<file path="config.mk">
export PLATFORM = sky130hd
export DESIGN_NAME = level_display_bcd
export DESIGN_NICKNAME = d
export VERILOG_FILES = /design/src/rtl/level_display_bcd.sv
export SDC_FILE = /design/constraint.sdc
export NUM_CORES = 1
export LEC_CHECK = 0
export CAP_MARGIN = 25
export CELL_PAD_IN_SITES_DETAIL_PLACEMENT = 0
export CELL_PAD_IN_SITES_GLOBAL_PLACEMENT = 2
export CORE_MARGIN = 10
export CORE_UTILIZATION = 32
export DETAILED_ROUTE_END_ITERATION = 10
export PLACE_DENSITY_LB_ADDON = 0.1
export SETUP_SLACK_MARGIN = 0.2
export SLEW_MARGIN = 20
export SYNTH_ARGS = -nofsm -noshare
export SYNTH_HDL_FRONTEND = slang
export SYNTH_SLANG_ARGS = --single-unit
export TNS_END_PERCENT = 50
</file>
<file path="constraint.sdc">
create_clock -name clock -period 3.6 [get_ports clock]
set_input_delay 0.72 -clock clock [delete_from_list [all_inputs] [get_ports clock]]
set_output_delay 0.72 -clock clock [all_outputs]
set_load 0.01 [all_outputs]
</file>
<file path="src/rtl/level_display_bcd.sv">
// level_display_bcd: serial binary-to-BCD converter (shift-and-add-3, one bit
// per clock) driving NUM_DIGITS active-low seven-segment displays, with
// leading-zero blanking, overflow dashes and a blink mode.
//
// Handshake: load is sampled only while idle (busy=0); a conversion then runs
// for WIDTH+1 cycles with busy=1, and done pulses for exactly one cycle in the
// final cycle, the same cycle in which hex_out first shows the new value.
// Loads presented while busy are ignored.
module level_display_bcd #(
    parameter int WIDTH         = 8,
    parameter int NUM_DIGITS    = 3,
    parameter int BLINK_DIV     = 25000000,
    parameter int BLANK_LEADING = 1
) (
    input  logic                    clock,
    input  logic                    reset,
    input  logic                    load,
    input  logic [WIDTH-1:0]        value,
    input  logic                    blink_en,
    output logic                    busy,
    output logic                    done,
    output logic                    overflow,
    output logic [7*NUM_DIGITS-1:0] hex_out
);

    localparam int BCD_W = 4 * NUM_DIGITS;
    localparam int CNT_W = $clog2(WIDTH + 1);
    localparam int BLK_W = (BLINK_DIV > 1) ? $clog2(BLINK_DIV) : 1;
    localparam logic [CNT_W-1:0] LAST_SHIFT = CNT_W'(WIDTH - 1);
    localparam logic [BLK_W-1:0] BLK_LAST   = BLK_W'(BLINK_DIV - 1);

    localparam logic [6:0] SEG_BLANK = 7'b1111111;
    localparam logic [6:0] SEG_DASH  = 7'b0111111;

    typedef enum logic [1:0] {
        IDLE   = 2'd0,
        SHIFT  = 2'd1,
        COMMIT = 2'd2
    } state_t;

    // state is the observable FSM state for checkers and debug
    state_t state;
    state_t state_next;

    logic [WIDTH-1:0]        bin_sr;
    logic [BCD_W-1:0]        bcd;
    logic                    carry;
    logic [CNT_W-1:0]        shift_cnt;
    logic [BCD_W-1:0]        bcd_adj;
    logic [BCD_W-1:0]        bcd_next;
    logic                    carry_next;
    logic                    start;
    logic                    last_shift;

    logic [BCD_W-1:0]        disp_bcd;
    logic                    disp_ovf;

    logic [BLK_W-1:0]        blink_cnt;
    logic                    blink_hidden;

    logic [7*NUM_DIGITS-1:0] hex_shown;
    logic                    lead_zero;
    logic [3:0]              digit_k;

    function automatic logic [6:0] seg7(input logic [3:0] d);
        case (d)
            4'd0:    seg7 = 7'b1000000;
            4'd1:    seg7 = 7'b1111001;
            4'd2:    seg7 = 7'b0100100;
            4'd3:    seg7 = 7'b0110000;
            4'd4:    seg7 = 7'b0011001;
            4'd5:    seg7 = 7'b0010010;
            4'd6:    seg7 = 7'b0000010;
            4'd7:    seg7 = 7'b1111000;
            4'd8:    seg7 = 7'b0000000;
            4'd9:    seg7 = 7'b0011000;
            default: seg7 = SEG_BLANK;
        endcase
    endfunction

    assign start      = (state == IDLE) && load;
    assign last_shift = (state == SHIFT) && (shift_cnt == LAST_SHIFT);

    // FSM state register
    always_ff @(posedge clock or posedge reset) begin
        if (reset) state <= IDLE;
        else       state <= state_next;
    end

    // FSM next state and status outputs
    always_comb begin
        state_next = state;
        busy       = 1'b0;
        done       = 1'b0;
        case (state)
            IDLE: begin
                if (load) state_next = SHIFT;
            end
            SHIFT: begin
                busy = 1'b1;
                if (last_shift) state_next = COMMIT;
            end
            COMMIT: begin
                busy       = 1'b1;
                done       = 1'b1;
                state_next = IDLE;
            end
            default: state_next = IDLE;
        endcase
    end

    // Add-3 correction on every digit >= 5, then the shift by one bit
    always_comb begin
        bcd_adj = bcd;
        for (int d = 0; d < NUM_DIGITS; d++) begin
            if (bcd[4*d +: 4] >= 4'd5) bcd_adj[4*d +: 4] = bcd[4*d +: 4] + 4'd3;
        end
        bcd_next   = {bcd_adj[BCD_W-2:0], bin_sr[WIDTH-1]};
        carry_next = carry | bcd_adj[BCD_W-1];
    end

    // Conversion datapath; the display registers take the result of the final
    // shift so the new digits are visible in the COMMIT cycle alongside done
    always_ff @(posedge clock or posedge reset) begin
        if (reset) begin
            bin_sr    <= '0;
            bcd       <= '0;
            carry     <= 1'b0;
            shift_cnt <= '0;
            disp_bcd  <= '0;
            disp_ovf  <= 1'b0;
        end else begin
            if (start) begin
                bin_sr    <= value;
                bcd       <= '0;
                carry     <= 1'b0;
                shift_cnt <= '0;
            end else if (state == SHIFT) begin
                bin_sr    <= bin_sr << 1;
                bcd       <= bcd_next;
                carry     <= carry_next;
                shift_cnt <= shift_cnt + CNT_W'(1);
            end
            if (last_shift) begin
                disp_bcd <= bcd_next;
                disp_ovf <= carry_next;
            end
        end
    end

    // Blink timer: phase flips every BLINK_DIV cycles while enabled
    always_ff @(posedge clock or posedge reset) begin
        if (reset) begin
            blink_cnt    <= '0;
            blink_hidden <= 1'b0;
        end else if (!blink_en) begin
            blink_cnt    <= '0;
            blink_hidden <= 1'b0;
        end else if (blink_cnt == BLK_LAST) begin
            blink_cnt    <= '0;
            blink_hidden <= ~blink_hidden;
        end else begin
            blink_cnt    <= blink_cnt + BLK_W'(1);
        end
    end

    // Segment decode from the top digit down, tracking whether all digits so
    // far are zero so leading zeros can be blanked (digit 0 always shown)
    always_comb begin
        hex_shown = '1;
        lead_zero = 1'b1;
        digit_k   = 4'd0;
        for (int k = NUM_DIGITS - 1; k >= 0; k--) begin
            digit_k   = disp_bcd[4*k +: 4];
            lead_zero = lead_zero & (digit_k == 4'd0);
            if (disp_ovf)
                hex_shown[7*k +: 7] = SEG_DASH;
            else if ((BLANK_LEADING != 0) && (k != 0) && lead_zero)
                hex_shown[7*k +: 7] = SEG_BLANK;
            else
                hex_shown[7*k +: 7] = seg7(digit_k);
        end
    end

    assign hex_out  = blink_hidden ? '1 : hex_shown;
    assign overflow = disp_ovf;

endmodule
</file>
==> results of run 1 <==
[where the power goes]
part	internal, mW	switching [mW]
Combinational	0.955	0.871
Clock	0.816	0.331
Sequential	0.899	0.196
[cell usage in the layout, fill, tap and decap left out, types with 3 or more instances in the layout]
| master | count |
|---|---|
| a211oi_1 | 3 |
| a21oi_1 | 22 |
| and2_1 | 7 |
| and3_1 | 4 |
| buf_4 | 5 |
| bufinv_16 | 5 |
| clkbuf_16 | 9 |
| clkdlybuf4s50_1 | 35 |
| dfrtp_1 | 66 |
| ha_1 | 27 |
| inv_1 | 20 |
| mux2_2 | 6 |
| mux2i_1 | 18 |
| nand2_1 | 43 |
| nand2b_1 | 10 |
| nand3_1 | 15 |
| nand4_1 | 4 |
| nor2_1 | 51 |
| nor2_2 | 4 |
| nor2b_1 | 7 |
| nor3b_1 | 6 |
| o211ai_1 | 3 |
| o21ai_0 | 44 |
| o22ai_1 | 5 |
| xnor2_1 | 15 |
| xor2_1 | 15 |
[final timing paths]
kind,start,end,slack (ns),cells after the start
min in group asynchronous,reset,bin_sr[7],0.97,3
worst max-delay path,disp_bcd[5],hex_out[7],0.57,7
worst min-delay path,blink_cnt[0],blink_cnt[0],0.48,1
max in group asynchronous,reset,disp_bcd[11],2.09,3
worst min register to register,blink_cnt[0],blink_cnt[0],0.48,1
worst max register to register,blink_cnt[9],blink_cnt[10],1.35,6
[stage by stage]
stage | power (mW) | std cells | cell area [µm²] | utilization, % | worst slack (ns)
6_report | 4.07 | 642 | 4880 | 40.3 | 0.574
3_5_place_dp | 2.99 | 626 | 4490 | 37.0 | 0.902
4_1_cts | 4.15 | 642 | 4880 | 40.3 | 0.540
5_1_grt | 4.41 | 642 | 4880 | 40.3 | 0.350
3_3_place_gp | 2.98 | 626 | 4490 | 37.0 | 0.921
2_1_floorplan | 2.18 | 438 | 4000 | - | 1.23
[layer usage]
layer	vias to the layer above	global-route usage (%)
li1	1547	-
met1	1396	12.6
met2	44	15.5
met3	15	2.48
met4	0	4.82
met5	-	0
[registers in the layout, indices dropped and copies added (netlist names)]
name          cells
bcd              12
bin_sr            8
blink_cnt        25
blink_hidden      1
carry             1
disp_bcd         12
overflow          1
shift_cnt         4
state             2
[kinds of logic after synthesis]
logic type,count (synthesis),share of synthesized area [%]
AOI/OAI and AO/OA,83,11.3
buffers and inverters,41,4.84
muxes,24,6.19
adders and majority gates,27,8.44
and+or+nand+nor,167,21.4
xor gates and xnor gates,30,6.56
DFF,66,41.2
[final cells by class]
class | count | area [µm²]
Fill cell | 1237 | 7230
Multi-Input combinational cell | 331 | 2160
Sequential cell | 66 | 1650
Timing Repair Buffer | 40 | 388
Clock buffer | 9 | 225
Tap cell | 168 | 210
Clock inverter | 7 | 165
Inverter | 21 | 78.8
==> flow_summary_export.csv, run 1 <==
group,metric,value,unit
status,status,"finished clean",
synthesis,seq_area_frac_synth,41.3,%
floorplan,core-area,12100,µm²
clock_tree,clk_pin_slew,0.06,ns
clock_tree,cts_tree,"done",
worst_setup_path,cp_max_fo,6,
global_route,antenna_found_initial,0,
sta,max_freq,0.330,GHz
synthesis,synthCells,438,
synthesis,synth-main-ff-cell,"dfrtp_1",
floorplan,die_h,132,µm
sta,setup_tns,0,ns
floorplan,die_w,132,µm
detailed_routing,dr.first_iter.drc_count,123,
worst_setup_path,endpoint_kind,"primary output",
clock_tree,post-cts-setup-buffer-count,0,
cells_and_area,area_growth,21.8,%
sta,period_share,84.1,%
sta,setup_viol,0,
synthesis,synth_fp_nets,477,
clock_tree,clk_latency,0.33,ns
floorplan,start_util,33.1,%
global_route,grt_pass1_wl,14.6,mm
synthesis,ys_types,43,
synthesis,yosysMostFrequentCell,"dfrtp_1",
worst_setup_path,crit_required,2.88,ns
worst_setup_path,slowest_delay,0.56,ns
detailed_routing,met1_length,4.23,mm
pwr,p_leak,2.12,nW
cells_and_area,fin_nets,508,
synthesis,ys_seq_elements,66,
synthesis,synth_top_area_share,41.3,%
clock_tree,clock_path_buffers,2,
clock_tree,cts_hold_buf,0,
run,maxCapViolations,0,
sta,timing.final.crit_period,3.03,ns
floorplan,dieArea,17400,µm²
worst_setup_path,worstPathArrival,2.31,ns
detailed_routing,remaining_drc_errors,0,
clock_tree,cts_resized,0,
synthesis,synth_warnings,0,
worst_setup_path,crit_path_start_kind,"flip-flop",
worst_setup_path,critPathTopFamily,"buffers and inverters",
sta,slew_headroom,43.2,%
pwr,irDropWorstVdd,0.328,mV
sta,hold_viol_final,0,
hold_path,min_path_type,"flip-flop to flip-flop",
placed_design,dp_hpwl,5.92,mm
clock_tree,h-tree-depth,3,
floorplan,rows,40,
clock_tree,clockRootBuffer,"clkbuf_16",
detailed_routing,route.met2.wl,3.57,mm
detailed_routing,top_layer_used,"met4",
global_route,grt_usage,9.99,%
synthesis,syn-cell-area,4000,µm²
synthesis,synth_edf_count,0,
worst_setup_path,path_cells,"inv_1 -> ha_1 -> nor4b_1 -> nand2_1 -> and2_1 -> o211ai_1 -> clkdlybuf4s50_1",
sta,whs,0.477,ns
detailed_routing,drt-wirelength-per-cell,12.9,µm
worst_setup_path,crit_buf_inv,2,
synthesis,avgSynthCellArea,9.14,µm²
detailed_routing,firstDrtPassIters,4,
detailed_routing,ant_nets,0,
placed_design,io_buffer_count,35,
synthesis,synth_commonest_cells,"dfrtp_1 (66), nor2_1 (51), o21ai_0 (44)",
clock_tree,clock-sinks,66,
synthesis,async_flop_share,100,%
global_route,grt.overflow.total,0,
sta,fin_worst_skew,0.00271,ns
detailed_routing,wl_met3,275,µm
worst_setup_path,worstSetupPathType,"flip-flop to primary output",
detailed_routing,via_per_inst,4.68,
cells_and_area,drive_gt1_share,8.23,%
worst_setup_path,cp_slowest_cell,"clkdlybuf4s50_1",
pwr,powerDensity,834,nW/µm²
placed_design,gp_congestion,0.748,
synthesis,synth_top_area_cell,"dfrtp_1",
cells_and_area,antenna_cells,0,
sta,rsz0062_at_grt,"no",
clock_tree,cts_made_buffers,9,
detailed_routing,dr_total_vias,3002,
global_route,grt_max_degree,67,
sta,worst_pin_slew,0.852,ns
synthesis,synth_area_leaders,"dfrtp_1 (41%), ha_1 (8.4%), o21ai_0 (5.5%)",
detailed_routing,wl,8.29,mm
floorplan,ioPinCount,36,
global_route,grt_pass1_vias,3019,
sta,slew_violations,0,
Note: power is estimated with default switching activity, not from simulation.
==> inputs of run 2 (changes only) <==
clock period = 3.05 ns   (was 3.6 ns; I/O delays follow)
==> run 2 against run 1 <==
Compared with the run above:
- die area unchanged
- hold slack got worse by 0.0031 ns
- global-route usage is 0.057 points higher
- sequential power rose by 18%
- flip-flop and latch count unchanged
- critical endpoint is now hex_out[20]
==> flow_summary_export.csv, run 2 (synthesized netlist as in run 1, its figures left out) <==
group,metric,value,unit
worst_setup_path,critPathTopFamily,"buffers and inverters",
worst_setup_path,crit_required,2.44,ns
detailed_routing,wl,8.35,mm
cells_and_area,largest_registers,"blink_cnt (25), bcd (12), disp_bcd (12)",
cells_and_area,fin_nets,511,
hold_path,hold_start,"blink_cnt[0]",
placed_design,post_dp_cell_area,4510,µm²
cells_and_area,antenna_cells,0,
detailed_routing,dr.first_iter.drc_count,91,
floorplan,core-area,12100,µm²
global_route,grt_usage,10.0,%
sta,setup_tns,0,ns
detailed_routing,top_layer_used,"met4",
floorplan,dieArea,17400,µm²
worst_setup_path,crit_path_frequent_cell,"nor2_1",
detailed_routing,met1_length,4.34,mm
worst_setup_path,cp_max_fo,6,
clock_tree,cts_made_buffers,9,
cells_and_area,fin_area,4800,µm²
clock_tree,clock_path_buffers,2,
cells_and_area,fin_cells,644,
hold_path,min_path_type,"flip-flop to flip-flop",
global_route,grt.overflow.total,0,
clock_tree,clk_latency,0.33,ns
clock_tree,h-tree-depth,3,
detailed_routing,remaining_drc_errors,0,
sta,timing.final.crit_period,2.76,ns
floorplan,rows,40,
worst_setup_path,r2r-start,"blink_cnt[9]",
clock_tree,cts_tree,"done",
floorplan,die_w,132,µm
clock_tree,clk_pin_slew,0.05,ns
worst_setup_path,endpoint_kind,"primary output",
clock_tree,clockRootBuffer,"clkbuf_16",
status,status,"finished clean",
worst_setup_path,worstPathArrival,2.15,ns
detailed_routing,wl_met3,267,µm
cells_and_area,most-common-layout-cells,"dfrtp_1 (64), nor2_1 (51), o21ai_0 (44)",
floorplan,ioPinCount,36,
run,maxCapViolations,0,
sta,fin_worst_skew,0.00299,ns
detailed_routing,ant_nets,0,
floorplan,start_util,33.1,%
cells_and_area,final_common_cell,"dfrtp_1",
hold_path,hold_depth,1,
pwr,powerDensity,905,nW/µm²
cells_and_area,drive_gt1_share,9.66,%
placed_design,dp_hpwl,6.16,mm
sta,slew_violations,0,
worst_setup_path,crit_path_start_kind,"flip-flop",
cells_and_area,area_growth,19.9,%
worst_setup_path,path_cells,"inv_1 -> ha_1 -> nor2_1 -> a21oi_1 -> nor2_1 -> o31ai_1 -> clkdlybuf4s50_1",
clock_tree,cts_hold_buf,0,
placed_design,io_buffer_count,35,
global_route,grt_pass1_wl,14.7,mm
sta,period_share,90.5,%
hold_path,hold_end,"blink_cnt[0]",
worst_setup_path,worstSetupPathType,"flip-flop to primary output",
worst_setup_path,slowest_delay,0.57,ns
pwr,irDropWorstVdd,0.256,mV
global_route,grt_pass1_vias,3042,
cells_and_area,top_register,"blink_cnt",
detailed_routing,dr_total_vias,3022,
detailed_routing,firstDrtPassIters,4,
sta,slew_headroom,46.8,%
clock_tree,post-cts-setup-buffer-count,0,
global_route,antenna_found_initial,0,
sta,max_freq,0.362,GHz
clock_tree,clock-sinks,66,
cells_and_area,postLayoutCoreUtil,39.6,%
placed_design,gp_congestion,0.757,
floorplan,die_h,132,µm
worst_setup_path,rr_worst_depth,6,
detailed_routing,via_per_inst,4.69,
sta,rsz0062_at_grt,"yes",
worst_setup_path,crit_buf_inv,2,
worst_setup_path,reg2reg_to,"blink_cnt[24]",
sta,setup_viol,0,
detailed_routing,route.met2.wl,3.58,mm
worst_setup_path,cp_slowest_cell,"clkdlybuf4s50_1",
sta,worst_pin_slew,0.795,ns
global_route,grt_max_degree,34,
detailed_routing,drt-wirelength-per-cell,13.0,µm
cells_and_area,largest_register_ffs,25,
pwr,p_leak,2.10,nW
sta,hold_viol_final,0,
placed_design,dp_cells,629,
worst_setup_path,r2r_slack,1.07,ns
## run 2: changes by cell type in the layout (fill, tap and decap cells not counted), sizes merged
cell           delta
buf               +3
bufinv            -5
clkbuf            +3
clkdlybuf4s50     -8
clkinv            +3
clkinvlp          -2
dlygate4sd2       +3
dlymetal6s2s      +5
## run 2: per-layer routing
layer,GRT usage [%],up-vias
li1,-,1558
met4,5.19,0
met1,13.3,1407
met5,0,-
met3,2.32,14
met2,14.9,43
## run 2: how the worst max path moves through the flow
stage	from	slack [ns]	end	cells after the start
6_report	disp_bcd[9]	0.29	hex_out[20]	7
5_1_grt	disp_bcd[9]	0.13	hex_out[20]	7
4_1_cts	disp_bcd[5]	0.18	hex_out[10]	7
3_5_place_dp	disp_bcd[5]	0.40	hex_out[12]	7
3_3_place_gp	disp_bcd[5]	0.46	hex_out[8]	7
2_1_floorplan	reset	0.79	bcd[0]	1
## run 2: what timing repair did
action / in CTS / in global routing
setup endpoints to repair: 7 / 10
hold endpoints to repair: 0 / 0
cloned: 0 / 0
pin swaps: 0 / 0
gates resized for setup: 4 / 10
## run 2: layout make-up
cell class	instances	area [µm²]
clock buffer	12	256
clock inverter	3	15.0
fill	1249	7310
inverter	21	78.8
multi-input combinational	331	2170
sequential	66	1650
tap	168	210
timing repair buffer	43	419
## run 2: power breakdown
part / internal, mW / switching, mW / total [mW]
combinational: 1.08 / 1.04 / 2.11
clock: 0.585 / 0.356 / 0.941
sequential: 1.06 / 0.225 / 1.29
## run 2: stage by stage
step           power, mW  hold slack (ns)  setup WS, ns
3_5_place_dp        3.53            0.470         0.403
4_1_cts             4.46            0.479         0.177
2_1_floorplan       2.58            0.438         0.785
3_3_place_gp        3.52            0.463         0.460
5_1_grt             4.76            0.510         0.129
6_report            4.34            0.474         0.289
